===== src/rtl/cam_pkg.sv =====
// rtl/cam_pkg.sv - shared constants and state type for the camera pixel capture block
package cam_pkg;

   localparam int IMG_W_DEF = 640;
   localparam int IMG_H_DEF = 480;
   localparam int COORD_W   = 10;
   localparam int COORD_MAX = (1 << COORD_W) - 1;

   typedef enum logic [1:0] {
      SYNC   = 2'd0,
      VBLANK = 2'd1,
      ACTIVE = 2'd2,
      DONE   = 2'd3
   } cam_state_e;

endpackage


===== src/rtl/cam_sync_edge.sv =====
// rtl/cam_sync_edge.sv - registered vsync/href copies and their rise/fall strobes
module cam_sync_edge (
   input  logic clk,
   input  logic reset,
   input  logic vsync,
   input  logic href,
   output logic vsync_rise,
   output logic vsync_fall,
   output logic href_rise,
   output logic href_fall
);

   logic vsync_q, vsync_d;
   logic href_q, href_d;

   // delayed copies simply follow the camera inputs
   always_comb begin
      vsync_d = vsync;
      href_d  = href;
   end

   // one-cycle history of the sync lines, cleared by reset
   always_ff @(posedge clk) begin
      if (reset) begin
         vsync_q <= 1'b0;
         href_q  <= 1'b0;
      end else begin
         vsync_q <= vsync_d;
         href_q  <= href_d;
      end
   end

   // edge strobes compare the live input against its registered copy
   always_comb begin
      vsync_rise = vsync & ~vsync_q;
      vsync_fall = ~vsync & vsync_q;
      href_rise  = href & ~href_q;
      href_fall  = ~href & href_q;
   end

endmodule


===== src/rtl/cam_pixel_capture.sv =====
// rtl/cam_pixel_capture.sv - camera YUV422 byte stream to luma pixel stream with frame status
module cam_pixel_capture
   import cam_pkg::*;
#(
   parameter int IMG_W   = IMG_W_DEF,
   parameter int IMG_H   = IMG_H_DEF,
   parameter bit Y_FIRST = 1'b1
) (
   input  logic               pclk,
   input  logic               reset,
   input  logic               vsync,
   input  logic               href,
   input  logic [7:0]         d,
   output logic [7:0]         value,
   output logic [COORD_W-1:0] x,
   output logic [COORD_W-1:0] y,
   output logic               is_val,
   output logic               frame_done,
   output logic               frame_err
);

   localparam logic [COORD_W-1:0] W_C        = COORD_W'(IMG_W);
   localparam logic [COORD_W-1:0] H_C        = COORD_W'(IMG_H);
   localparam logic               LUMA_PHASE = !Y_FIRST;

   generate
      if (IMG_W < 1 || IMG_W > COORD_MAX || IMG_H < 1 || IMG_H > COORD_MAX) begin : g_bad_size
         $error("cam_pixel_capture: IMG_W and IMG_H must be in 1..%0d", COORD_MAX);
      end
   endgenerate

   logic vsync_rise, vsync_fall, href_rise, href_fall;

   cam_sync_edge u_sync_edge (
      .clk        (pclk),
      .reset      (reset),
      .vsync      (vsync),
      .href       (href),
      .vsync_rise (vsync_rise),
      .vsync_fall (vsync_fall),
      .href_rise  (href_rise),
      .href_fall  (href_fall)
   );

   cam_state_e         state_q, state_d;
   logic [COORD_W-1:0] col_q, col_d;
   logic [COORD_W-1:0] row_q, row_d;
   logic               phase_q, phase_d;
   logic               err_q, err_d;
   logic [7:0]         value_q, value_d;
   logic [COORD_W-1:0] x_q, x_d;
   logic [COORD_W-1:0] y_q, y_d;
   logic               is_val_q, is_val_d;
   logic               frame_done_q, frame_done_d;
   logic               frame_err_q, frame_err_d;

   logic               in_active;
   logic               byte_phase;
   logic               luma_byte;
   logic               pix_ok;
   logic               line_end;
   logic               line_err;
   logic [COORD_W-1:0] row_inc;
   logic               frame_last;
   logic               truncate;

   // classify the current byte and the line/frame boundary events
   always_comb begin
      in_active  = (state_q == ACTIVE);
      byte_phase = href_rise ? 1'b0 : phase_q;
      luma_byte  = in_active && href && (byte_phase == LUMA_PHASE);
      pix_ok     = (col_q < W_C);
      line_end   = in_active && href_fall;
      line_err   = line_end && (col_q != W_C);
      row_inc    = row_q + 1'b1;
      frame_last = line_end && (row_inc == H_C);
      // a line end that completes the frame takes priority over a truncating vsync
      truncate   = in_active && vsync_rise && !frame_last;
   end

   // state register
   always_ff @(posedge pclk) begin
      if (reset) begin
         state_q <= SYNC;
      end else begin
         state_q <= state_d;
      end
   end

   // next-state selection
   always_comb begin
      state_d = state_q;
      case (state_q)
         SYNC:    if (vsync) state_d = VBLANK;
         VBLANK:  if (vsync_fall) state_d = ACTIVE;
         ACTIVE: begin
            if (frame_last) begin
               state_d = DONE;
            end else if (vsync_rise) begin
               state_d = VBLANK;
            end
         end
         DONE:    if (vsync) state_d = VBLANK;
         default: state_d = SYNC;
      endcase
   end

   // pixel counters, luma capture and frame status outputs
   always_comb begin
      col_d        = col_q;
      row_d        = row_q;
      phase_d      = phase_q;
      err_d        = err_q;
      value_d      = value_q;
      x_d          = x_q;
      y_d          = y_q;
      is_val_d     = 1'b0;
      frame_done_d = 1'b0;
      frame_err_d  = 1'b0;

      if (state_q == VBLANK && vsync_fall) begin
         col_d   = '0;
         row_d   = '0;
         phase_d = 1'b0;
         err_d   = 1'b0;
      end

      if (in_active && href) begin
         phase_d = ~byte_phase;
         if (luma_byte) begin
            if (pix_ok) begin
               is_val_d = 1'b1;
               value_d  = d;
               x_d      = col_q;
               y_d      = row_q;
               col_d    = col_q + 1'b1;
            end else begin
               err_d = 1'b1;
            end
         end
      end

      if (line_end) begin
         col_d = '0;
         row_d = row_inc;
         if (line_err) err_d = 1'b1;
         if (frame_last) begin
            frame_done_d = 1'b1;
            frame_err_d  = err_q | line_err;
         end
      end

      if (truncate) frame_err_d = 1'b1;
   end

   // datapath registers
   always_ff @(posedge pclk) begin
      if (reset) begin
         col_q        <= '0;
         row_q        <= '0;
         phase_q      <= 1'b0;
         err_q        <= 1'b0;
         value_q      <= '0;
         x_q          <= '0;
         y_q          <= '0;
         is_val_q     <= 1'b0;
         frame_done_q <= 1'b0;
         frame_err_q  <= 1'b0;
      end else begin
         col_q        <= col_d;
         row_q        <= row_d;
         phase_q      <= phase_d;
         err_q        <= err_d;
         value_q      <= value_d;
         x_q          <= x_d;
         y_q          <= y_d;
         is_val_q     <= is_val_d;
         frame_done_q <= frame_done_d;
         frame_err_q  <= frame_err_d;
      end
   end

   assign value      = value_q;
   assign x          = x_q;
   assign y          = y_q;
   assign is_val     = is_val_q;
   assign frame_done = frame_done_q;
   assign frame_err  = frame_err_q;

endmodule


===== config.mk =====
export PLATFORM = sky130hd
export DESIGN_NAME = cam_pixel_capture
export DESIGN_NICKNAME = d
export VERILOG_FILES = /design/src/rtl/cam_pkg.sv /design/src/rtl/cam_sync_edge.sv /design/src/rtl/cam_pixel_capture.sv
export SDC_FILE = /design/constraint.sdc
export NUM_CORES = 1
export LEC_CHECK = 0
export CAP_MARGIN = 0
export CORE_MARGIN = 3
export CORE_UTILIZATION = 45
export CTS_BUF_LIST = sky130_fd_sc_hd__clkbuf_8
export DETAILED_ROUTE_END_ITERATION = 12
export GPL_TIMING_DRIVEN = 0
export PLACE_DENSITY = 0.7
export RECOVER_POWER = 100
export SLEW_MARGIN = 0
export SYNTH_ARGS = -nofsm -noshare
export SYNTH_HDL_FRONTEND = slang
export SYNTH_SLANG_ARGS = --single-unit
export TNS_END_PERCENT = 30

===== constraint.sdc =====
create_clock -name pclk -period 2 [get_ports pclk]
set_input_delay 0.2 -clock pclk [delete_from_list [all_inputs] [get_ports pclk]]
set_output_delay 0.2 -clock pclk [all_outputs]
set_load 0.05 [all_outputs]

# Yosys cells after proc, flatten, opt, wreduce, memory -nomap -nowiden

Index checks and enable logic that the tools add are counted.

Bits in registers: 57
Bits of input ports: 12

Reduce and logical (&&, ||, !) cells: 18
Bitwise gates (word level): 13
Eq/ne operators: 8
$lt $le $gt $ge: 1
Mux-type cells: 25
Add/subtract/negate cells: 2

Operators with widths:

| kind                                                   | number |
|---|---|
| 2-to-1 mux 10 bit                                      | 6 |
| adder 10 x 1 -> 10 bit (second input constant)         | 2 |
| 2-to-1 mux 1 bit                                       | 14 |
| equality test 10 x 9 -> 1 bit (second input constant)  | 1 |
| < comparator 10 bit (second input constant)            | 1 |
| inequality test 10 bit (second input constant)         | 1 |
| logical AND 1 bit                                      | 8 |
| 2-to-1 mux 2 bit                                       | 4 |
| inverter 1 bit                                         | 8 |
| case mux 2 bit (3 select lines)                        | 1 |
| AND reduction 3 bit                                    | 2 |
| OR reduction 2 bit                                     | 3 |
| bitwise AND 1 bit                                      | 4 |
| equality test 2 bit (second input constant)            | 2 |
| nonzero test 2 bit                                     | 2 |
| inequality test 3 x 2 -> 1 bit (second input constant) | 1 |
| OR reduction 3 bit                                     | 1 |
| equality test 2 x 1 -> 1 bit (second input constant)   | 1 |
| zero test 2 bit                                        | 1 |
| inequality test 2 x 1 -> 1 bit (second input constant) | 1 |
| inequality test 2 bit (second input constant)          | 1 |
| zero test 1 bit                                        | 1 |
| OR 1 bit                                               | 1 |

# Longest topological paths before layout

Depth in word-level cells: 9
Depth in mapped cells: 9
Mapped depth without buffers: 7

# Modules after synthesis

A second synthesis with hierarchy kept.

Cell total of the unflattened synthesis: 329
Area, all modules: 2592.5 µm²

By module, submodules not included:

| module            | times used | area an instance (µm²) | cells an instance | sequential area each (µm²) |
|---|---|---|---|---|
| cam_pixel_capture | 1          | 2514.9                 | 321               | 1101.1 |
| cam_sync_edge     | 1          | 77.6                   | 8                 | 40.0 |

# Least setup slack after synthesis

OpenSTA, ideal clock, no wires.

Path kind: reg2reg
Start point: register row_q[0]
End point: register frame_err_q (netlist: frame_err)
Setup slack: 0.079 ns
Cell stages (with the launch flop): 7
Library setup time: 0.121 ns
Arrival: 1.800 ns
Path buffers: 0
Path through: dfxtp_1 > ha_1 > nand3_1 > or3_1 > a211oi_2 > nand3_2 > mux2_4

Word-level cells in the longest chain between the ends: 6
Elaborated cells between the ends (all ways): 8

RTL lines:

| element                                               | RTL line                                          | source |
|---|---|---|
| start, declared                                       | cam_pixel_capture.sv:47                           | `logic [COORD_W-1:0] row_q, row_d;` |
| start signal, assigned                                | cam_pixel_capture.sv:171                          | `row_q <= row_d;` |
| adder 10 x 1 -> 10 bit *                              | cam_pixel_capture.sv:75                           | `row_inc = row_q + 1'b1;` |
| equality test 10 x 9 -> 1 bit *                       | cam_pixel_capture.sv:76                           | `frame_last = line_end && (row_inc == H_C);` |
| logical AND 1 bit *                                   | cam_pixel_capture.sv:76                           |  |
| 2-to-1 mux 1 bit or zero test 1 bit (tied branches)   | cam_pixel_capture.sv:147, cam_pixel_capture.sv:78 |  |
| 2-to-1 mux 1 bit or logical AND 1 bit (tied branches) | cam_pixel_capture.sv:143, cam_pixel_capture.sv:78 |  |
| 2-to-1 mux 1 bit *                                    | cam_pixel_capture.sv:153                          | `if (truncate) frame_err_d = 1'b1;` |
| end signal, assigned                                  | cam_pixel_capture.sv:179                          | `frame_err_q <= frame_err_d;` |
| end, declared                                         | cam_pixel_capture.sv:55                           | `logic frame_err_q, frame_err_d;` |

Mark *: on every way between the ends. The rest lies on a longest branch, timed or not.
A chain may end at the register's enable or synchronous reset.

# Final worst setup path

Same ends and word-level chain as after synthesis.

==> run_results.csv <==
group,metric,value,unit
floorplan,start_util,0.484,
detailed_routing,dr.pass1.iters,4,
cts,clk_latency,0.33,ns
floorplan,chipHeight,81.8,um
worst_setup_path,worstPathRequired,2.22,ns
synthesis,synth_edf_count,0,
pwr,power,2960,uW
synthesis,avgSynthCellArea,7.95,um2
worst_hold_path,hold_class,"primary input to register",
floorplan,rows,26,
synthesis,async_reset_ff_frac,0,
cts,cts_max_path_buffers,2,
floorplan,ios,43,
pwr,p_leak,0.00132,uW
grt,grt_max_degree,11,
timing,final.setup.worst_slack,0.0346,ns
placed_design,dpl.hpwl,4250,um
cells_and_area,nets,397,
placed_design,dp_cells,437,
placed_design,pre_cts_slack,-0.260,ns
timing,report.final.slew_viol_count,0,
worst_setup_path,path_max_fanout,7,
cells_and_area,final_common_cell,"nand2_1",
detailed_routing,dr_total_vias,2484,
floorplan,die_w,81.8,um
detailed_routing,wl_per_cell,14.3,um
cts,cts_made_buffers,9,
placed_design,gp_congestion,0.837,
run_status,status,"finished clean",
cells_and_area,fill_cells,509,
cts,cts.clk_slew.worst_paths,0.06,ns
cells_and_area,area_delta_synth_final,30.9,%
grt,grt_usage,0.215,
grt,grt_pass1_vias,2414,
worst_setup_path,worstSetupPathType,"register to register",
detailed_routing,antenna_left,0,
detailed_routing,drc,0,
floorplan,coreArea,5340,um2
worst_setup_path,cp.arrival,2.18,ns
synthesis,syn_area,2580,um2
worst_setup_path,endpoint_kind,"register",
cts,cts_hold_buf,0,
synthesis,ys_ff_latch,57,
detailed_routing,routed_wl,6470,um
detailed_routing,vias_per_cell,5.48,
floorplan,dieArea,6680,um2
pwr,powerDensity,875,nW/um2
cells_and_area,stdcell_count,453,
cts,cts_tree,"built",
cts,clock-root-buffer,"clkbuf_8",
synthesis,ys.flop_type,"dfxtp_1",
cells_and_area,drive_above_1_share,0.117,
cells_and_area,mostFrequentLayoutCells,"nand2_1, dfxtp_1, a21oi_1, dlygate4sd3_1, nor2_1",
pwr,ir_worst_vdd,0.781,mV
timing,fin_hold_ws,0.419,ns
cts,cts.sinks,57,
timing,rsz0062_at_grt,"yes",
placed_design,portBuffers,42,
timing,post-route-min-period,1.97,ns
worst_setup_path,cp-start-kind,"register",
timing,relSlewSlack,0.636,
cts,cts_max_level,3,
timing,max_freq,509,MHz
synthesis,ys_types,44,
job,cap_violations,0,
grt,gr-total-overflow,0,
synthesis,ys_warn_count,0,
timing,setup_viol,0,
synthesis,ys_seq_area_frac,0.442,
worst_setup_path,reg2regPathDepth,6,
detailed_routing,drtIter0Drc,148,
synthesis,synthCells,325,
synthesis,synth_nets,344,
grt,antenna_found_initial,0,
grt,grt_pass1_wl,10800,um
worst_hold_path,min_path_cells,3,
timing,finalHoldViolations,0,
timing,finClkSkew,0.00508,ns
timing,worst_slew_pin_slew,0.546,ns
timing,post-route-period-util,0.983,
cells_and_area,insertedDiodeCount,0,
cell type report:
type,count,area (um2),share of cell area
buffer,19,91.3,0.0270
sequential,57,1150,0.340
clock inverter,3,13.8,0.00407
tap,70,87.6,0.0259
multi-input combinational,242,1410,0.417
clock buffer,13,179,0.0529
timing repair buffer,43,428,0.127
inverter,6,22.5,0.00666
where the power goes:
| part | switching, uW | total (uW) | internal (uW) |
|---|---|---|---|
| registers | 53.2 | 1250 | 1190 |
| clock network | 443 | 1020 | 576 |
| logic | 446 | 689 | 243 |
| total | 943 | 2960 | 2010 |
kinds of logic (layout without fill, tap and decap cells):
family / Yosys count / in the layout / synth area share
simple gates: 144 / 144 / 0.270
compound gates: 87 / 87 / 0.196
flops: 57 / 57 / 0.442
buf+inv: 26 / 84 / 0.0417
fa+ha+maj: 7 / 7 / 0.0339
xor+xnor: 3 / 3 / 0.0102
mux: 1 / 1 / 0.00581
Yosys cell counts (2+ instances only):
cell type | count | share of area
clkbuf_1 | 15 | 0.022
and2_1 | 3 | 0.0073
nand3b_1 | 6 | 0.017
a22oi_1 | 3 | 0.0087
nand2b_1 | 4 | 0.0097
buf_4 | 2 | 0.0058
a21oi_1 | 48 | 0.093
nand2_1 | 59 | 0.086
inv_1 | 6 | 0.0087
o21a_1 | 2 | 0.0058
a31oi_1 | 5 | 0.012
a211oi_1 | 2 | 0.0058
or3_1 | 5 | 0.012
nor3_1 | 4 | 0.0078
buf_2 | 2 | 0.0039
nor2b_1 | 5 | 0.012
or4_1 | 2 | 0.0058
nor2_1 | 31 | 0.045
ha_1 | 7 | 0.034
o21ai_0 | 17 | 0.033
xor2_1 | 3 | 0.010
nor3b_1 | 3 | 0.0087
and3_1 | 7 | 0.017
dfxtp_1 | 57 | 0.44
nand3_1 | 8 | 0.016
metrics by stage:
stage	util	area [um2]	setup TNS [ns]
2_1_floorplan	-	2580	0
3_3_place_gp	0.579	3090	-5.03
3_5_place_dp	0.579	3090	-5.88
4_1_cts	0.624	3330	0
5_1_grt	0.633	3380	-0.0415
6_report	0.633	3380	0
state kept, by name (all words and copies together), names as in the netlist:
name                 flops
col_q                   10
row_q                   10
x                       10
y                       10
value                    8
state_q                  2
err_q                    1
frame_done               1
frame_err                1
is_val                   1
phase_q                  1
u_sync_edge.href_q       1
u_sync_edge.vsync_q      1
critical path: stages (launching register included):
cell      delay, ns
dfxtp_4        0.39
ha_4           0.18
nand3_2        0.12
or3_4          0.36
a211oi_4       0.30
nand3_2        0.17
mux2_4         0.33
path summary, 6_finish.rpt:
kind,slack (ns),start,to
hold reg to reg,0.45,x[4],x[4]
setup reg to reg,0.03,row_q[0],frame_err
hold / removal,0.42,d[1],value[1]
setup / recovery,0.03,row_q[0],frame_err
layer usage:
metal,part of all wire,global-route usage
met3,0.068,0.0537
met2,0.45,0.329
met5,0,0
met1,0.47,0.268
met4,0.012,0.135
repair_timing:
| action | 4_1_cts | 5_1_grt |
|---|---|---|
| pin swaps | 1 | 1 |
| setup endpoints to repair | 48 | 39 |
| buffers inserted | 1 | 0 |
| cloned | 0 | 0 |
| resized for setup | 12 | 21 |
Note: power is estimated with default switching activity, not from simulation.
